## src/rtl/fan_pwm_tach.sv

```systemverilog
// Per-channel tachometer path: input synchroniser, rising-edge detect,
// saturating window counter and stall flag.
module fan_pwm_tach #(
  parameter int TachWidth = 16
) (
  input  logic                 soc_clk,
  input  logic                 rst_n,
  input  logic                 tach,
  input  logic                 win_strobe,
  input  logic                 cur_nz,
  output logic [TachWidth-1:0] tach_cnt,
  output logic                 stall
);

  localparam logic [TachWidth-1:0] CntMax = {TachWidth{1'b1}};
  localparam logic [TachWidth-1:0] CntOne = TachWidth'(1'b1);

  logic                 sync1_r;
  logic                 sync2_r;
  logic                 prev_r;
  logic                 edge_s;
  logic [TachWidth-1:0] cnt_r;
  logic [TachWidth-1:0] tach_cnt_r;
  logic                 stall_r;

  always_ff @(posedge soc_clk or negedge rst_n) begin
    if (!rst_n) begin
      sync1_r <= 1'b0;
      sync2_r <= 1'b0;
      prev_r  <= 1'b0;
    end else begin
      sync1_r <= tach;
      sync2_r <= sync1_r;
      prev_r  <= sync2_r;
    end
  end

  always_comb begin
    edge_s = sync2_r & ~prev_r;
  end

  // An edge landing on the boundary cycle opens the new window at 1.
  always_ff @(posedge soc_clk or negedge rst_n) begin
    if (!rst_n) begin
      cnt_r      <= '0;
      tach_cnt_r <= '0;
      stall_r    <= 1'b0;
    end else if (win_strobe) begin
      tach_cnt_r <= cnt_r;
      stall_r    <= cur_nz && (cnt_r == '0);
      cnt_r      <= edge_s ? CntOne : '0;
    end else if (edge_s && (cnt_r != CntMax)) begin
      cnt_r <= cnt_r + CntOne;
    end
  end

  assign tach_cnt = tach_cnt_r;
  assign stall    = stall_r;

endmodule

```

## src/rtl/fan_pwm_ctrl.sv

```systemverilog
// Multi-channel fan controller: shared prescaler and period counter,
// per-channel glitch-free PWM with optional ramp, and tach/stall monitoring.
module fan_pwm_ctrl #(
  parameter int NumChannels   = 2,
  parameter int CntWidth      = 8,
  parameter int PrescaleWidth = 16,
  parameter int TachWidth     = 16,
  parameter int WinPeriods    = 64
) (
  input  logic                            soc_clk,
  input  logic                            rst_n,
  input  logic [PrescaleWidth-1:0]        prescale_i,
  input  logic [NumChannels*CntWidth-1:0] duty_i,
  input  logic [NumChannels-1:0]          duty_valid_i,
  input  logic                            ramp_en_i,
  input  logic [NumChannels-1:0]          tach_i,
  output logic [NumChannels-1:0]          pwm_o,
  output logic [NumChannels*TachWidth-1:0] tach_cnt_o,
  output logic [NumChannels-1:0]          stall_o,
  output logic                            period_start_o
);

  localparam int WinW = (WinPeriods > 1) ? $clog2(WinPeriods) : 1;
  localparam logic [WinW-1:0]          WinLast = WinW'(WinPeriods - 1);
  localparam logic [CntWidth-1:0]      PerLast = {{(CntWidth-1){1'b1}}, 1'b0};
  localparam logic [CntWidth-1:0]      CntOne  = CntWidth'(1'b1);
  localparam logic [PrescaleWidth-1:0] PreOne  = PrescaleWidth'(1'b1);
  localparam logic [WinW-1:0]          WinOne  = WinW'(1'b1);

  logic [PrescaleWidth-1:0] pre_r;
  logic [CntWidth-1:0]      per_r;
  logic [WinW-1:0]          win_r;
  logic [CntWidth-1:0]      target_r [NumChannels];
  logic [CntWidth-1:0]      cur_r    [NumChannels];
  logic [NumChannels-1:0]   pwm_r;
  logic [NumChannels-1:0]   cur_nz_s;
  logic                     period_start_r;
  logic                     tick_s;
  logic                     wrap_s;
  logic                     win_strobe_s;

  // >= rather than == so lowering prescale_i mid-count cannot skip a tick.
  always_comb begin
    tick_s       = (pre_r >= prescale_i);
    wrap_s       = tick_s && (per_r == PerLast);
    win_strobe_s = wrap_s && (win_r == WinLast);
  end

  always_ff @(posedge soc_clk or negedge rst_n) begin
    if (!rst_n) begin
      pre_r          <= '0;
      per_r          <= '0;
      win_r          <= '0;
      period_start_r <= 1'b0;
    end else begin
      pre_r          <= tick_s ? '0 : (pre_r + PreOne);
      period_start_r <= wrap_s;
      if (tick_s) begin
        per_r <= wrap_s ? '0 : (per_r + CntOne);
      end
      if (wrap_s) begin
        win_r <= (win_r == WinLast) ? '0 : (win_r + WinOne);
      end
    end
  end

  // Applied duty only moves at period start, so a pulse is never truncated.
  always_ff @(posedge soc_clk or negedge rst_n) begin
    if (!rst_n) begin
      for (int c = 0; c < NumChannels; c++) begin
        target_r[c] <= '0;
        cur_r[c]    <= '0;
      end
      pwm_r <= '0;
    end else begin
      for (int c = 0; c < NumChannels; c++) begin
        if (duty_valid_i[c]) begin
          target_r[c] <= duty_i[c*CntWidth +: CntWidth];
        end
        if (wrap_s) begin
          if (!ramp_en_i) begin
            cur_r[c] <= target_r[c];
          end else if (cur_r[c] < target_r[c]) begin
            cur_r[c] <= cur_r[c] + CntOne;
          end else if (cur_r[c] > target_r[c]) begin
            cur_r[c] <= cur_r[c] - CntOne;
          end
        end
        pwm_r[c] <= (per_r < cur_r[c]);
      end
    end
  end

  for (genvar c = 0; c < NumChannels; c++) begin : g_tach
    assign cur_nz_s[c] = (cur_r[c] != '0);

    fan_pwm_tach #(
      .TachWidth (TachWidth)
    ) u_tach (
      .soc_clk    (soc_clk),
      .rst_n      (rst_n),
      .tach       (tach_i[c]),
      .win_strobe (win_strobe_s),
      .cur_nz     (cur_nz_s[c]),
      .tach_cnt   (tach_cnt_o[c*TachWidth +: TachWidth]),
      .stall      (stall_o[c])
    );
  end

  assign pwm_o          = pwm_r;
  assign period_start_o = period_start_r;

endmodule

```

## config.mk

```make
export PLATFORM = sky130hd
export DESIGN_NAME = fan_pwm_ctrl
export DESIGN_NICKNAME = d
export VERILOG_FILES = /design/src/rtl/fan_pwm_tach.sv /design/src/rtl/fan_pwm_ctrl.sv
export SDC_FILE = /design/constraint.sdc
export NUM_CORES = 1
export LEC_CHECK = 0
export BUFFER_PORTS_ARGS = -buffer_cell sky130_fd_sc_hd__buf_2
export CORE_MARGIN = 5
export CORE_UTILIZATION = 35
export DETAILED_ROUTE_END_ITERATION = 10
export GPL_ROUTABILITY_DRIVEN = 1
export SLEW_MARGIN = 20
export SYNTH_ARGS = -nofsm -noshare
export SYNTH_HDL_FRONTEND = slang
export SYNTH_SLANG_ARGS = --single-unit
```

## constraint.sdc

```tcl
create_clock -name soc_clk -period 3.5 [get_ports soc_clk]
set_input_delay 0.35 -clock soc_clk [delete_from_list [all_inputs] [get_ports soc_clk]]
set_output_delay 0.35 -clock soc_clk [all_outputs]
set_load 0.01 [all_outputs]
```

==> reports/qor.txt <==
Status - finished with violations
Failing checks - hold timing
Vias - 5784
Setup Viol. Count Final - 0
Crit path max fanout - 8
First-pass detailed-route iteration total - 4
Antenna violations before repair - 0
Unrepaired setup endpoints after global routing - false
Post-DP HPWL - 12500 um
Mapped Area - 7890 um^2
Final Core Density - 0.410
Clock Latency Late Sink - 0.42 ns
Critical Path Sink Type - register
Mean post-synth cell area - 10.3 um^2
Min Hold Slack - -0.0169 ns
Synth warn - 0
First-pass GRT wire length - 29700 um
Routability cong. - 0.841
Setup tns final - 0 ns
Dpl cells - 1114
Clk_skew - 0.0163 ns
Final ANT Viol Nets - 0
Total die area - 25600 um^2
Fmax - 322 MHz
R2r endpoint - cur_r[7]$_DFFE_PN0P_
Sequential area share after synthesis - 0.435
Pwr Density - 520 nW/um^2
Syn-to-layout area delta - 16.6%
Num Clock Sinks - 137
CP Cell Sequence - ha_1 -> nor2b_1 -> o211ai_1 -> a21oi_1 -> or2_2 -> ha_1 -> a21o_1 -> nand2_1 -> nand3_1 -> a211oi_1 -> o32ai_1 -> a221oi_2
Maxcap violations - 0
Largest net degree at the start of global routing - 82
Site row count - 55
Port Buffers - 75
Met3 wire length - 519 um
Nets@finish - 957
Clock transition at path regs - 0.06 ns
Postcts setup bufs - 0
WL met2 - 8340 um
Worst-margin pin slew - 0.783 ns
TritonCTS buffer count - 17
Largest family of logic cells by synthesized area - simple AND/OR/NAND/NOR gates
Min-delay worst type - primary input to async pin
DR vias/cell - 5.05
Netlist cell types - 66
Min cycle time layout - 3.11 ns
Clock buffer depth - 2
Width of the die - 160 um
DIE HEIGHT - 160 um
H-Tree Level Count - 4
Synth Area in Adders - 0.113
Share of cells above drive strength 1 - 0.205
Peak VDD IR - 323 uV
Crit Path Class - register to register
Mux cell area share after synthesis - 0.0814
Top_reg_cell synth - dfrtp_1
Antenna Cells - 0
LEAKAGE - 4.51 nW
Routed wire per std cell - 15.1 um
CTS tree - yes
EDFF count, synth - 0
Max Slew Vio Count - 0
Root Buffer - clkbuf_16
Post-CTS Hold Fix Bufs - 0
Total Routing Usage GR - 0.140
Number of DRC markers in iteration 0 - 275
Slowest-stage cell, CP - dfrtp_1
Top layer in use - met4
RR Startpoint - cur_r[1]$_DFFE_PN0P_
Cells after Synth - 765
Worst reg-to-reg path cell count - 12
Synth Area in Compound Gates - 0.106
Met1 WL - 8280 um
Post-synthesis xor/xnor area fraction - 0.0555
Asr flop ratio synth - 1.00
Final instance count without filler cells - 1145
Core box area - 22400 um^2
Worst path max stage delay - 0.45 ns
Initial Utilization - 0.352
I/O pin count - 76
Post-CTS Resized - 0
CP most frequent cell - ha_1
Final wirelength - 17300 um
Total nets after synthesis - 874
DRC viols - 0
Global route overflow - 0
Arr. time, crit path - 3.42 ns
Vias in the first global route - 5913
FF+latch count, synth - 137
Post-Synth Simple-Gate Area - 0.162
WP data required - 3.82 ns
Total power - 0.00478 W
Startpoint types - register
Final Hold Fails - 4
Headroom to the max-slew limit - 0.478
Fin crit share - 0.887
R2r setup slk - 0.39 ns
-- final cells by class --
class,instances,area [um^2]
fillers,2209,13200
multi-input cells,545,4090
flip-flops and latches,137,3430
repair buffers,90,494
clock buffers,19,453
well taps,285,357
inverters,57,214
clock inverters,12,165
-- cell usage after synthesis, types with 3 or more instances --
master | number | area share
dfrtp_1 | 137 | 0.43
ha_1 | 68 | 0.11
nor2_1 | 59 | 0.028
inv_1 | 57 | 0.027
nand2_1 | 46 | 0.022
mux2_2 | 37 | 0.053
xor2_1 | 35 | 0.039
o21ai_0 | 33 | 0.021
nand3_1 | 28 | 0.018
a21oi_1 | 27 | 0.017
nand4_1 | 22 | 0.017
mux2i_1 | 21 | 0.027
a21o_1 | 17 | 0.016
and3_1 | 17 | 0.013
xnor2_1 | 15 | 0.017
clkbuf_1 | 13 | 0.0062
nor3_1 | 11 | 0.0070
nor4_1 | 10 | 0.0079
o31ai_1 | 9 | 0.0086
and2_1 | 7 | 0.0056
nand2b_1 | 7 | 0.0056
a31oi_1 | 6 | 0.0048
buf_6 | 6 | 0.0086
or3_1 | 6 | 0.0048
a211oi_1 | 5 | 0.0048
and4_1 | 5 | 0.0056
buf_2 | 5 | 0.0032
nor2b_1 | 4 | 0.0032
o211ai_1 | 4 | 0.0038
o21bai_1 | 3 | 0.0029
-- metrics by stage --
step / cell area (um^2) / setup WS, ns
floorplan: 7890 / 0.547
detailed placement: 8580 / 0.441
finish: 9200 / 0.394
global placement: 8580 / 0.506
CTS: 9200 / 0.396
global route: 9200 / 0.0754
-- worst max path at each step --
stage	startpoint	to	slack [ns]	depth (start not counted)
finish	cur_r[1]$_DFFE_PN0P_	cur_r[7]$_DFFE_PN0P_	0.39	12
global route	cur_r[13]$_DFFE_PN0P_	cur_r[14]$_DFFE_PN0P_	0.08	12
CTS	cur_r[1]$_DFFE_PN0P_	cur_r[7]$_DFFE_PN0P_	0.40	12
detailed placement	cur_r[1]$_DFFE_PN0P_	cur_r[7]$_DFFE_PN0P_	0.44	12
global placement	cur_r[1]$_DFFE_PN0P_	cur_r[7]$_DFFE_PN0P_	0.51	12
floorplan	cur_r[13]$_DFFE_PN0P_	cur_r[15]$_DFFE_PN0P_	0.55	12
-- power by group --
| part | leakage [nW] | switching [W] | internal (W) |
|---|---|---|---|
| Clock | 0.293 | 0.000711 | 0.00117 |
| Combinational | 2.57 | 0.000476 | 0.000421 |
| Sequential | 1.64 | 0.000253 | 0.00175 |
-- critical path, delay by kind of cell, from the launching register on --
| kind | cells | cell delay [ns] |
|---|---|---|
| compound gates | 6 | 1.20 |
| fa+ha+maj | 2 | 0.69 |
| simple gates | 4 | 0.69 |
| flops | 1 | 0.45 |
-- registers in the layout (all words and copies together) (netlist names), 2 cells and up --
name / cells
g_tach.u_tach.cnt_r: 32
g_tach.u_tach.tach_cnt: 32
pre_r: 16
pwm_o: 2
win_r: 6
per_r: 8
g_tach.u_tach.stall: 2
cur_r: 16
g_tach.u_tach.sync2_r: 2
g_tach.u_tach.sync1_r: 2
target_r: 16
g_tach.u_tach.prev_r: 2
-- layer usage --
metal | vias up | GRT usage
li1 | 2894 | -
met5 | - | 0
met4 | 0 | 0.0387
met2 | 92 | 0.229
met1 | 2784 | 0.187
met3 | 14 | 0.0310
-- cell usage in the layout, fill, tap and decap left out, types with 5 or more instances in the layout --
cell / count
xor2_1: 35
o31ai_1: 9
mux2_2: 37
dfrtp_1: 137
ha_1: 68
o21ai_0: 33
clkbuf_16: 17
nand2b_1: 7
a21oi_1: 27
and2_1: 7
inv_1: 57
buf_2: 74
nand4_1: 22
nor4_1: 10
a31oi_1: 6
or3_1: 6
nor2_1: 59
nor3_1: 11
buf_4: 15
nand2_1: 46
a21o_1: 17
and4_1: 5
mux2i_1: 21
nand3_1: 28
xnor2_1: 15
a211oi_1: 5
and3_1: 17
-- logic make-up (layout without fill, tap and decap cells) --
kind of cell / count (synthesis) / in the layout
AO/OA/AOI/OAI: 124 / 124
XOR/XNOR: 50 / 50
adder cells (fa/ha/maj): 70 / 70
buffers and inverters: 83 / 178
flip-flops: 137 / 137
multiplexers: 59 / 59
AND/OR/NAND/NOR: 242 / 242
Note: power is estimated with default switching activity, not from simulation.
